**config.mk**
```make
export PLATFORM = sky130hd
export DESIGN_NAME = zwait_ctrl_flat
export DESIGN_NICKNAME = d
export VERILOG_FILES = /design/src/rtl/zwait_ctrl_if.sv /design/src/rtl/zwait_ctrl.sv /design/src/flat_wrapper.sv
export SDC_FILE = /design/constraint.sdc
export NUM_CORES = 1
export LEC_CHECK = 0
export ABC_AREA = 1
export BUFFER_PORTS_ARGS = -buffer_cell sky130_fd_sc_hd__buf_4
export CAP_MARGIN = 0
export CORE_AREA = 2 2 86 88
export DETAILED_ROUTE_END_ITERATION = 12
export DIE_AREA = 0 0 88 90
export GPL_ROUTABILITY_DRIVEN = 1
export PLACE_DENSITY = 0.65
export REMOVE_ABC_BUFFERS = 1
export SYNTH_ARGS = -nofsm -noshare
export SYNTH_HDL_FRONTEND = slang
export SYNTH_SLANG_ARGS = --single-unit
```
**constraint.sdc**
```tcl
create_clock -name fclk -period 1.87 [get_ports fclk]
set_clock_uncertainty 0.15 [all_clocks]
set_input_delay 0.0935 -clock fclk [delete_from_list [all_inputs] [get_ports fclk]]
set_output_delay 0.0935 -clock fclk [all_outputs]
set_load 0.1 [all_outputs]
```
**src/rtl/zwait_ctrl_if.sv**
```systemverilog
`default_nettype none
// ============================================================================
//  Module   : zwait_ctrl_if
//  Purpose  : Z80-side bus bundle between the I/O decoder / bus mux and the
//             wait controller.
//  Signals  : iorq_n   - Z80 /IORQ, synchronized to fclk
//             req_glu  - one-cycle pulse, gluclock data port access
//             req_com  - one-cycle pulse, COM port access
//             req_rnw  - direction of the pulsed access, 1 = read
//             addr_we  - one-cycle pulse, write to gluclock address port
//             zd_in    - Z80 data bus, write direction
//             wait_n   - Z80 /WAIT, 0 = stall
//             zd_out   - read data to the Z80 bus mux
//             zd_oe    - 1 = drive zd_out onto the Z80 bus
//  Modports : master = decoder / bus side, slave = wait controller
//  Revision : 1.0 - initial release
// ============================================================================
interface zwait_ctrl_if;
   logic       iorq_n;
   logic       req_glu;
   logic       req_com;
   logic       req_rnw;
   logic       addr_we;
   logic [7:0] zd_in;
   logic       wait_n;
   logic [7:0] zd_out;
   logic       zd_oe;

   modport master (
      output iorq_n, req_glu, req_com, req_rnw, addr_we, zd_in,
      input  wait_n, zd_out, zd_oe
   );

   modport slave (
      input  iorq_n, req_glu, req_com, req_rnw, addr_we, zd_in,
      output wait_n, zd_out, zd_oe
   );
endinterface
`default_nettype wire

```
**src/rtl/zwait_ctrl.sv**
```systemverilog
`default_nettype none
// ============================================================================
//  Module   : zwait_ctrl
//  Purpose  : Stalls Z80 I/O accesses serviced by the AVR (gluclock data port,
//             COM port) by holding /WAIT low, hands the latched write data and
//             direction to the SPI slave, and returns AVR read data to the Z80
//             once the slave pulses wait_end. A cycle counter forces release
//             if the AVR never answers.
//  Ports    : fclk, rst_n    - clock, asynchronous active-low reset
//             zbus (slave)   - Z80-side bus bundle (see zwait_ctrl_if)
//             wait_read      - AVR read data, valid with wait_end
//             wait_end       - one-cycle pulse, AVR finished the transaction
//             wait_write     - latched Z80 write data
//             wait_rnw       - latched direction, 1 = read
//             gluclock_addr  - gluclock register address
//             status_out     - [0] pending, [1] source (1 = com), [2] rnw
//             timeout_flag   - sticky, set on forced release
//  Revision : 1.0 - initial release
// ============================================================================
module zwait_ctrl #(
   parameter logic [23:0] TIMEOUT   = 24'd7_000_000,
   parameter logic [7:0]  IDLE_DATA = 8'hFF
) (
   input  logic        fclk,
   input  logic        rst_n,
   zwait_ctrl_if.slave zbus,
   input  logic [7:0]  wait_read,
   input  logic        wait_end,
   output logic [7:0]  wait_write,
   output logic        wait_rnw,
   output logic [7:0]  gluclock_addr,
   output logic [2:0]  status_out,
   output logic        timeout_flag
);

   typedef enum logic [1:0] {
      S_IDLE = 2'd0,
      S_WAIT = 2'd1,
      S_HOLD = 2'd2
   } state_t;

   localparam logic [23:0] c_timeout_last = TIMEOUT - 24'd1;
   localparam logic [23:0] c_count_max    = 24'hFF_FFFF;

   state_t      r_state,      w_state_nxt;
   logic        r_wait_n,     w_wait_n_nxt;
   logic [7:0]  r_zd_out,     w_zd_out_nxt;
   logic        r_zd_oe,      w_zd_oe_nxt;
   logic [7:0]  r_wait_write, w_wait_write_nxt;
   logic        r_wait_rnw,   w_wait_rnw_nxt;
   logic [7:0]  r_gaddr,      w_gaddr_nxt;
   logic [2:0]  r_status,     w_status_nxt;
   logic        r_tflag,      w_tflag_nxt;
   logic [23:0] r_count,      w_count_nxt;
   logic        w_timeout;

   // A zero TIMEOUT disables forced release entirely.
   assign w_timeout = (TIMEOUT != 24'd0) && (r_count == c_timeout_last);

   always_ff @(posedge fclk or negedge rst_n) begin
      if (!rst_n) begin
         r_state      <= S_IDLE;
         r_wait_n     <= 1'b1;
         r_zd_out     <= 8'hFF;
         r_zd_oe      <= 1'b0;
         r_wait_write <= 8'h00;
         r_wait_rnw   <= 1'b1;
         r_gaddr      <= 8'h00;
         r_status     <= 3'b000;
         r_tflag      <= 1'b0;
         r_count      <= 24'd0;
      end else begin
         r_state      <= w_state_nxt;
         r_wait_n     <= w_wait_n_nxt;
         r_zd_out     <= w_zd_out_nxt;
         r_zd_oe      <= w_zd_oe_nxt;
         r_wait_write <= w_wait_write_nxt;
         r_wait_rnw   <= w_wait_rnw_nxt;
         r_gaddr      <= w_gaddr_nxt;
         r_status     <= w_status_nxt;
         r_tflag      <= w_tflag_nxt;
         r_count      <= w_count_nxt;
      end
   end

   always_comb begin
      w_state_nxt      = r_state;
      w_wait_n_nxt     = r_wait_n;
      w_zd_out_nxt     = r_zd_out;
      w_zd_oe_nxt      = r_zd_oe;
      w_wait_write_nxt = r_wait_write;
      w_wait_rnw_nxt   = r_wait_rnw;
      w_status_nxt     = r_status;
      w_tflag_nxt      = r_tflag;
      w_count_nxt      = r_count;

      // The address port never stalls and is honoured in every state.
      w_gaddr_nxt = zbus.addr_we ? zbus.zd_in : r_gaddr;

      case (r_state)
         S_IDLE: begin
            if (zbus.req_glu || zbus.req_com) begin
               w_state_nxt      = S_WAIT;
               w_wait_n_nxt     = 1'b0;
               w_wait_rnw_nxt   = zbus.req_rnw;
               // Captured unconditionally; the slave ignores it on reads.
               w_wait_write_nxt = zbus.zd_in;
               // Source bit is 0 whenever glu is present: glu wins a tie.
               w_status_nxt     = {zbus.req_rnw, ~zbus.req_glu, 1'b1};
               w_count_nxt      = 24'd0;
               w_tflag_nxt      = 1'b0;
            end
         end

         S_WAIT: begin
            if (r_count != c_count_max) begin
               w_count_nxt = r_count + 24'd1;
            end
            // wait_end has priority, so a coincident timeout is a normal finish.
            if (wait_end) begin
               w_state_nxt     = S_HOLD;
               w_zd_out_nxt    = r_wait_rnw ? wait_read : 8'hFF;
               w_zd_oe_nxt     = r_wait_rnw;
               w_wait_n_nxt    = 1'b1;
               w_status_nxt[0] = 1'b0;
            end else if (w_timeout) begin
               w_state_nxt     = S_HOLD;
               w_zd_out_nxt    = IDLE_DATA;
               w_zd_oe_nxt     = r_wait_rnw;
               w_wait_n_nxt    = 1'b1;
               w_tflag_nxt     = 1'b1;
               w_status_nxt[0] = 1'b0;
            end
         end

         S_HOLD: begin
            // Keep the bus driven until the Z80 ends its I/O cycle.
            if (zbus.iorq_n) begin
               w_state_nxt = S_IDLE;
               w_zd_oe_nxt = 1'b0;
            end
         end

         default: begin
            w_state_nxt  = S_IDLE;
            w_wait_n_nxt = 1'b1;
            w_zd_oe_nxt  = 1'b0;
         end
      endcase
   end

   assign zbus.wait_n   = r_wait_n;
   assign zbus.zd_out   = r_zd_out;
   assign zbus.zd_oe    = r_zd_oe;
   assign wait_write    = r_wait_write;
   assign wait_rnw      = r_wait_rnw;
   assign gluclock_addr = r_gaddr;
   assign status_out    = r_status;
   assign timeout_flag  = r_tflag;

endmodule
`default_nettype wire

```
**src/flat_wrapper.sv**
```systemverilog
// flat-port wrapper written by rule: the top's interface ports become plain ports
module zwait_ctrl_flat 
#(
   parameter logic [23:0] TIMEOUT   = 24'd7_000_000,
   parameter logic [7:0]  IDLE_DATA = 8'hFF
)
  (fclk, rst_n, wait_read, wait_end, wait_write, wait_rnw, gluclock_addr, status_out, timeout_flag, zbus_iorq_n, zbus_req_glu, zbus_req_com, zbus_req_rnw, zbus_addr_we, zbus_zd_in, zbus_wait_n, zbus_zd_out, zbus_zd_oe);
  zwait_ctrl_if zbus_i ();
  input  logic fclk;
  input  logic rst_n;
  input  logic [7:0] wait_read;
  input  logic wait_end;
  output logic [7:0] wait_write;
  output logic wait_rnw;
  output logic [7:0] gluclock_addr;
  output logic [2:0] status_out;
  output logic timeout_flag;
  input wire logic [$bits(zbus_i.iorq_n)-1:0] zbus_iorq_n;
  input wire logic [$bits(zbus_i.req_glu)-1:0] zbus_req_glu;
  input wire logic [$bits(zbus_i.req_com)-1:0] zbus_req_com;
  input wire logic [$bits(zbus_i.req_rnw)-1:0] zbus_req_rnw;
  input wire logic [$bits(zbus_i.addr_we)-1:0] zbus_addr_we;
  input wire logic [$bits(zbus_i.zd_in)-1:0] zbus_zd_in;
  output wire logic [$bits(zbus_i.wait_n)-1:0] zbus_wait_n;
  output wire logic [$bits(zbus_i.zd_out)-1:0] zbus_zd_out;
  output wire logic [$bits(zbus_i.zd_oe)-1:0] zbus_zd_oe;
  assign zbus_i.iorq_n = zbus_iorq_n;
  assign zbus_i.req_glu = zbus_req_glu;
  assign zbus_i.req_com = zbus_req_com;
  assign zbus_i.req_rnw = zbus_req_rnw;
  assign zbus_i.addr_we = zbus_addr_we;
  assign zbus_i.zd_in = zbus_zd_in;
  assign zbus_wait_n = zbus_i.wait_n;
  assign zbus_zd_out = zbus_i.zd_out;
  assign zbus_zd_oe = zbus_i.zd_oe;
  zwait_ctrl #(.TIMEOUT(TIMEOUT), .IDLE_DATA(IDLE_DATA)) u_core (.fclk(fclk), .rst_n(rst_n), .zbus(zbus_i), .wait_read(wait_read), .wait_end(wait_end), .wait_write(wait_write), .wait_rnw(wait_rnw), .gluclock_addr(gluclock_addr), .status_out(status_out), .timeout_flag(timeout_flag));
endmodule
```
After elaboration in Yosys (flattened, before gate mapping)
Index checks and enable logic that the tools add are counted.
{"block": "totals", "ff_bits": 57, "latchBits": 0, "mem_bits_rw": 0, "romBits": 0, "elab_cells": 62, "memories": 0}
{"block": "op_classes", "n_addsub": 1, "multipliers": 0, "div": 0, "order_cmp": 0, "eq_ne": 10, "shifts": 0, "mux": 25, "bitwise_logic": 3, "n_reduce_logical": 12}
{"op": "two-way mux 24 bit", "count": 2}
{"op": "one-hot mux 24 bit (2 select lines)", "count": 1}
{"op": "adder 24 x 1 -> 24 bit, second input constant", "count": 1}
{"op": "equality test 24 x 23 -> 1 bit, second input constant", "count": 1}
{"op": "two-way mux 8 bit", "count": 3}
{"op": "inequality test 24 bit, second input constant", "count": 1}
{"op": "AND reduction 3 bit", "count": 5}
{"op": "two-way mux 1 bit", "count": 10}
{"op": "two-way mux 2 bit", "count": 4}
{"op": "inequality test 2 x 1 -> 1 bit, second input constant", "count": 3}
{"op": "one-hot mux 1 bit (3 select lines)", "count": 2}
{"op": "one-hot mux 2 bit (3 select lines)", "count": 1}
{"op": "inequality test 2 bit, second input constant", "count": 2}
{"op": "one-hot mux 1 bit (2 select lines)", "count": 2}
{"op": "AND reduction 2 bit", "count": 2}
{"op": "AND reduction 4 bit", "count": 1}
{"op": "nonzero test 2 bit", "count": 2}
{"op": "inequality test 3 x 2 -> 1 bit, second input constant", "count": 1}
{"op": "NOT 1 bit", "count": 3}
{"op": "equality test 2 x 1 -> 1 bit, second input constant", "count": 1}
{"op": "equality test 2 bit, second input constant", "count": 1}
{"op": "zero test 2 bit", "count": 1}
{"op": "logical OR 1 bit", "count": 1}

Logic depth before layout (Yosys ltp)
{"block": "logic_depth", "depth_word": 4, "ltp_mapped": 10}

Least setup slack after synthesis
OpenSTA, ideal clock, no wires.
{"block": "synth_path", "path_kind": "register to register", "startpoint": "register u_core.r_count[0]", "endpoint": "register u_core.r_count[5]", "setup_time_ns": 0.128, "arrival_ns": 1.383, "t_required_ns": 1.592, "slack_ns": 0.209, "path_stages_with_launch": 10, "cell_sequence": "dfrtp_1 > ha_1 > nand2_2 > nor2_2 > nand2_2 > nor2_8 > nand3b_4 > nand2_4 > buf_12 > o21ai_0"}
{"block": "synth_between", "elab_chain_cells": 3}
{"element": "start, declared", "line_no": "zwait_ctrl.sv:54", "rtl": "logic [23:0] r_count, w_count_nxt;"}
{"element": "start signal, assigned", "line_no": "zwait_ctrl.sv:82", "rtl": "r_count <= w_count_nxt;"}
{"element": "adder 24 x 1 -> 24 bit / inequality test 24 bit (equally long branches)", "line_no": "zwait_ctrl.sv:117, zwait_ctrl.sv:116"}
{"element": "two-way mux 24 bit / inequality test 2 x 1 -> 1 bit (equally long branches)"}
{"element": "one-hot mux 24 bit (2 select lines) / AND reduction 3 bit (equally long branches)"}
Several ways; a longest one is shown, not always the timed one. The select of a mux whose other input is x is not followed.
A chain may end at the register's enable or synchronous reset.

Worst setup path after layout
{"block": "layout_path", "startpoint": "register u_core.r_count[1]", "endpoint": "register u_core.r_count[13]"}
Same word-level chain as after synthesis.

==> impl_metrics.yaml <==
clock_tree:
  htreeDepth: 3
  cts_root_buf: "clkbuf_8"
  insertion_delay_ps: 350
  cts_sinks: 57
  cts_tree: "done"
  clk_pin_slew_worst_paths_ps: 70
  cts_buffer_depth: 2
  cts_buffers: 9
placement:
  io_buffers: 54
  dpl.cell_count: 525
  preCtsSetupSlack_ps: 92.5
  dpl.hpwl_um: 4830
  gp_congestion: 0.825
final_layout:
  layout.cells.non_filler: 565
  syn2layout_area_growth_pct: 33.0
  fill_cells: 634
  num_antenna_cells: 0
  layout-drive-gt1-share_pct: 32.4
  fin_nets: 486
critical_path:
  cp-start-kind: "register"
  path_max_fanout: 13
  end_kind: "register"
  crit_required_ps: 1980
  path_class: "register to register"
  arrival_ps: 1850
synthesis:
  yosysWarnings: 0
  synth_area_sq_um: 3060
  synth-seq-cells: 57
  ys_seq_area_share_pct: 47.0
  syn_avg_cell_area_sq_um: 8.20
  synth_area_leaders: "dfrtp_1 (38%), nand2_1 (16%), dfstp_2 (8.6%)"
  synth.lib_cells_used.distinct: 34
  synth.largest_area_cell: "dfrtp_1"
  synth_top_area_share_pct: 38.4
  synthCells: 373
pwr:
  p_leak_nw: 2.06
  p_per_area_nw_per_um2: 1660
  p_comb_share_pct: 53.6
  p_seq_share_pct: 26.7
  switching_power_w: 0.00355
  p_clk_share_pct: 19.7
  switching_share_pct: 52.5
  p_int_w: 0.00322
  ir_drop_uv: 1210
die:
  coreArea_sq_um: 7020
  die_width_um: 88
  die_h_um: 90
  initial_core_util_pct: 43.6
  num_io_pins: 55
  dieArea_sq_um: 7920
  rows: 31
routing:
  route.vias.total: 2619
  ant_nets: 0
  wire_per_inst_um: 12.4
  via_per_inst: 4.64
  drtIter0Drc: 139
  wl_um: 6990
  drc: 0
  dr.pass1.iters: 4
job:
  maxCapViolCount: 0
grt:
  grt_first_pass_wirelength_um: 12500
  antenna_found_initial: 0
  grt-ovfl-total: 0
  grt_pass1_vias: 2699
  groute.usage.overall_pct: 20.1
  grt_max_degree: 58
sta:
  holdWs_ps: 56.6
  maxSlewViolCount: 0
  maxSlewHeadroom_pct: 51.1
  period_share_pct: 93.1
  min_period_ps: 1740
  hold_viol: 0
  fmax_mhz: 574
  worstMarginPinSlew_ps: 734
  grt_setup_unrepaired: "true"
  setup_ws_ps: 129
  setup_viol: 0
hold_path:
  min_path_type: "primary input to register"
status:
  outcome: "completed"
## final timing paths
check,from,end,slack [ps],cells after the start
max,u_core.r_count[1]$_DFFE_PN0P_,u_core.r_count[13]$_DFFE_PN0P_,130,10
min,zbus_req_com,u_core.zbus.wait_n$_DFFE_PN1P_,60,8
max reg2reg,u_core.r_count[1]$_DFFE_PN0P_,u_core.r_count[13]$_DFFE_PN0P_,130,10
min reg2reg,u_core.zbus.wait_n$_DFFE_PN1P_,u_core.zbus.wait_n$_DFFE_PN1P_,310,2
max in group asynchronous,rst_n,u_core.wait_write[7]$_DFFE_PN0P_,880,2
min in group asynchronous,rst_n,u_core.r_count[9]$_DFFE_PN0P_,170,2
## stage by stage
stage | utilization (%) | setup TNS, ps | total power (W) | instance area, sq um
after CTS | 57.5 | 0 | 0.00680 | 4030
after global placement | 51.1 | 0 | 0.00538 | 3590
final | 58.0 | 0 | 0.00677 | 4070
after detailed placement | 51.1 | 0 | 0.00542 | 3590
after global routing | 58.0 | -44.5 | 0.00713 | 4070
after floorplan | - | 0 | 0.00451 | 3000
## synth_stat cells (all sizes together)
| cell | n |
|---|---|
| nand3 | 25 |
| o211ai | 2 |
| ha | 1 |
| o21a | 1 |
| a21oi | 1 |
| xnor2 | 2 |
| buf | 4 |
| mux2 | 8 |
| or2 | 5 |
| o21ai | 23 |
| nor2 | 37 |
| nand4 | 4 |
| dfrtp | 47 |
| a21o | 1 |
| o21bai | 1 |
| xor2 | 2 |
| inv | 33 |
| dfstp | 10 |
| clkbuf | 2 |
| nor3 | 5 |
| nand2 | 154 |
| nand3b | 5 |
## cell usage in the layout (no fill, tap or decap)
| cell | netlist | routed |
|---|---|---|
| buf_4 | 0 | 59 |
| clkinvlp_4 | 0 | 1 |
| clkinv_4 | 0 | 3 |
| or2_2 | 4 | 4 |
| nand2_2 | 23 | 23 |
| nor2_1 | 29 | 29 |
| or2_4 | 1 | 1 |
| mux2_2 | 8 | 8 |
| clkbuf_8 | 0 | 9 |
| nor2_4 | 2 | 4 |
| xnor2_1 | 2 | 2 |
| bufinv_16 | 0 | 2 |
| inv_2 | 2 | 3 |
| ha_2 | 0 | 1 |
| inv_6 | 0 | 1 |
| buf_12 | 2 | 2 |
| o21ai_1 | 1 | 2 |
| nand3b_4 | 1 | 1 |
| nand2_4 | 2 | 3 |
| o211ai_1 | 2 | 2 |
| o21ai_0 | 11 | 10 |
| dlygate4sd3_1 | 0 | 22 |
| nor2_8 | 1 | 1 |
| a21o_1 | 1 | 1 |
| xor2_1 | 2 | 2 |
| o21a_1 | 1 | 1 |
| dfrtp_1 | 47 | 47 |
| o21bai_1 | 1 | 1 |
| nand3b_1 | 4 | 4 |
| nor2_2 | 5 | 3 |
| nor3_1 | 5 | 5 |
| dfstp_2 | 10 | 10 |
| nand3_1 | 25 | 25 |
| nand4_1 | 4 | 4 |
| a21oi_2 | 1 | 1 |
| o21ai_2 | 11 | 11 |
| nand2_1 | 129 | 128 |
| inv_1 | 31 | 30 |
## critical path, stage by stage, from the launching register on
cell,delay (ps)
dfrtp_1,370
ha_2,200
nand2_2,90
nor2_4,130
nand2_4,90
nor2_8,150
nand3b_4,100
nand2_4,90
buf_12,150
nand2_1,50
o21ai_0,70
## flip-flops by register name, summed over array words and instances (netlist names)
signal / cells
u_core.gluclock_addr: 8
u_core.r_state: 2
u_core.timeout_flag: 1
u_core.status_out: 3
u_core.wait_rnw: 1
u_core.zbus.zd_oe: 1
u_core.r_count: 24
u_core.zbus.zd_out: 8
u_core.zbus.wait_n: 1
u_core.wait_write: 8
## power by group through the flow
| stage | logic [W] | registers, W | clock network (W) |
|---|---|---|---|
| global route | 0.00384 | 0.00186 | 0.00143 |
| CTS | 0.00363 | 0.00182 | 0.00136 |
| global placement | 0.00356 | 0.00182 | 0 |
| floorplan | 0.000802 | 0.00371 | 0 |
| finish | 0.00363 | 0.00181 | 0.00133 |
| detailed placement | 0.00359 | 0.00183 | 0 |
## final cells by class
cell class                 count  area [sq um]  share of cell area, %
inverter                      33           124                   3.04
sequential                    57          1440                   35.4
timing repair buffer          83           703                   17.3
multi-input combinational    277          1450                   35.7
clock inverter                 7           103                   2.52
tap                           99           124                   3.04
clock buffer                   9           124                   3.04
## timing repair
action                                  CTS  global route
setup buffers                             0             2
hold endpoints to repair                 77             0
resized for setup                         0             7
hold buffers                             22             0
endpoints found under the setup margin    0            25
## per-layer routing
metal | vias up | part of all wire, % | GRT usage, %
met3 | 7 | 7.3 | 8.17
li1 | 1353 | - | -
met4 | 0 | 1.1 | 6.54
met2 | 69 | 47 | 31.8
met1 | 1190 | 44 | 24.9
met5 | - | 0 | 0
## logic make-up after synthesis
group           synth area share (%)
compound gates                  6.63
simple gates                    35.7
mux                             2.94
buf+inv                         6.13
xor+xnor                        1.15
fa+ha+maj                      0.409
flops                           47.0
Power figures use the tool's default switching activity.
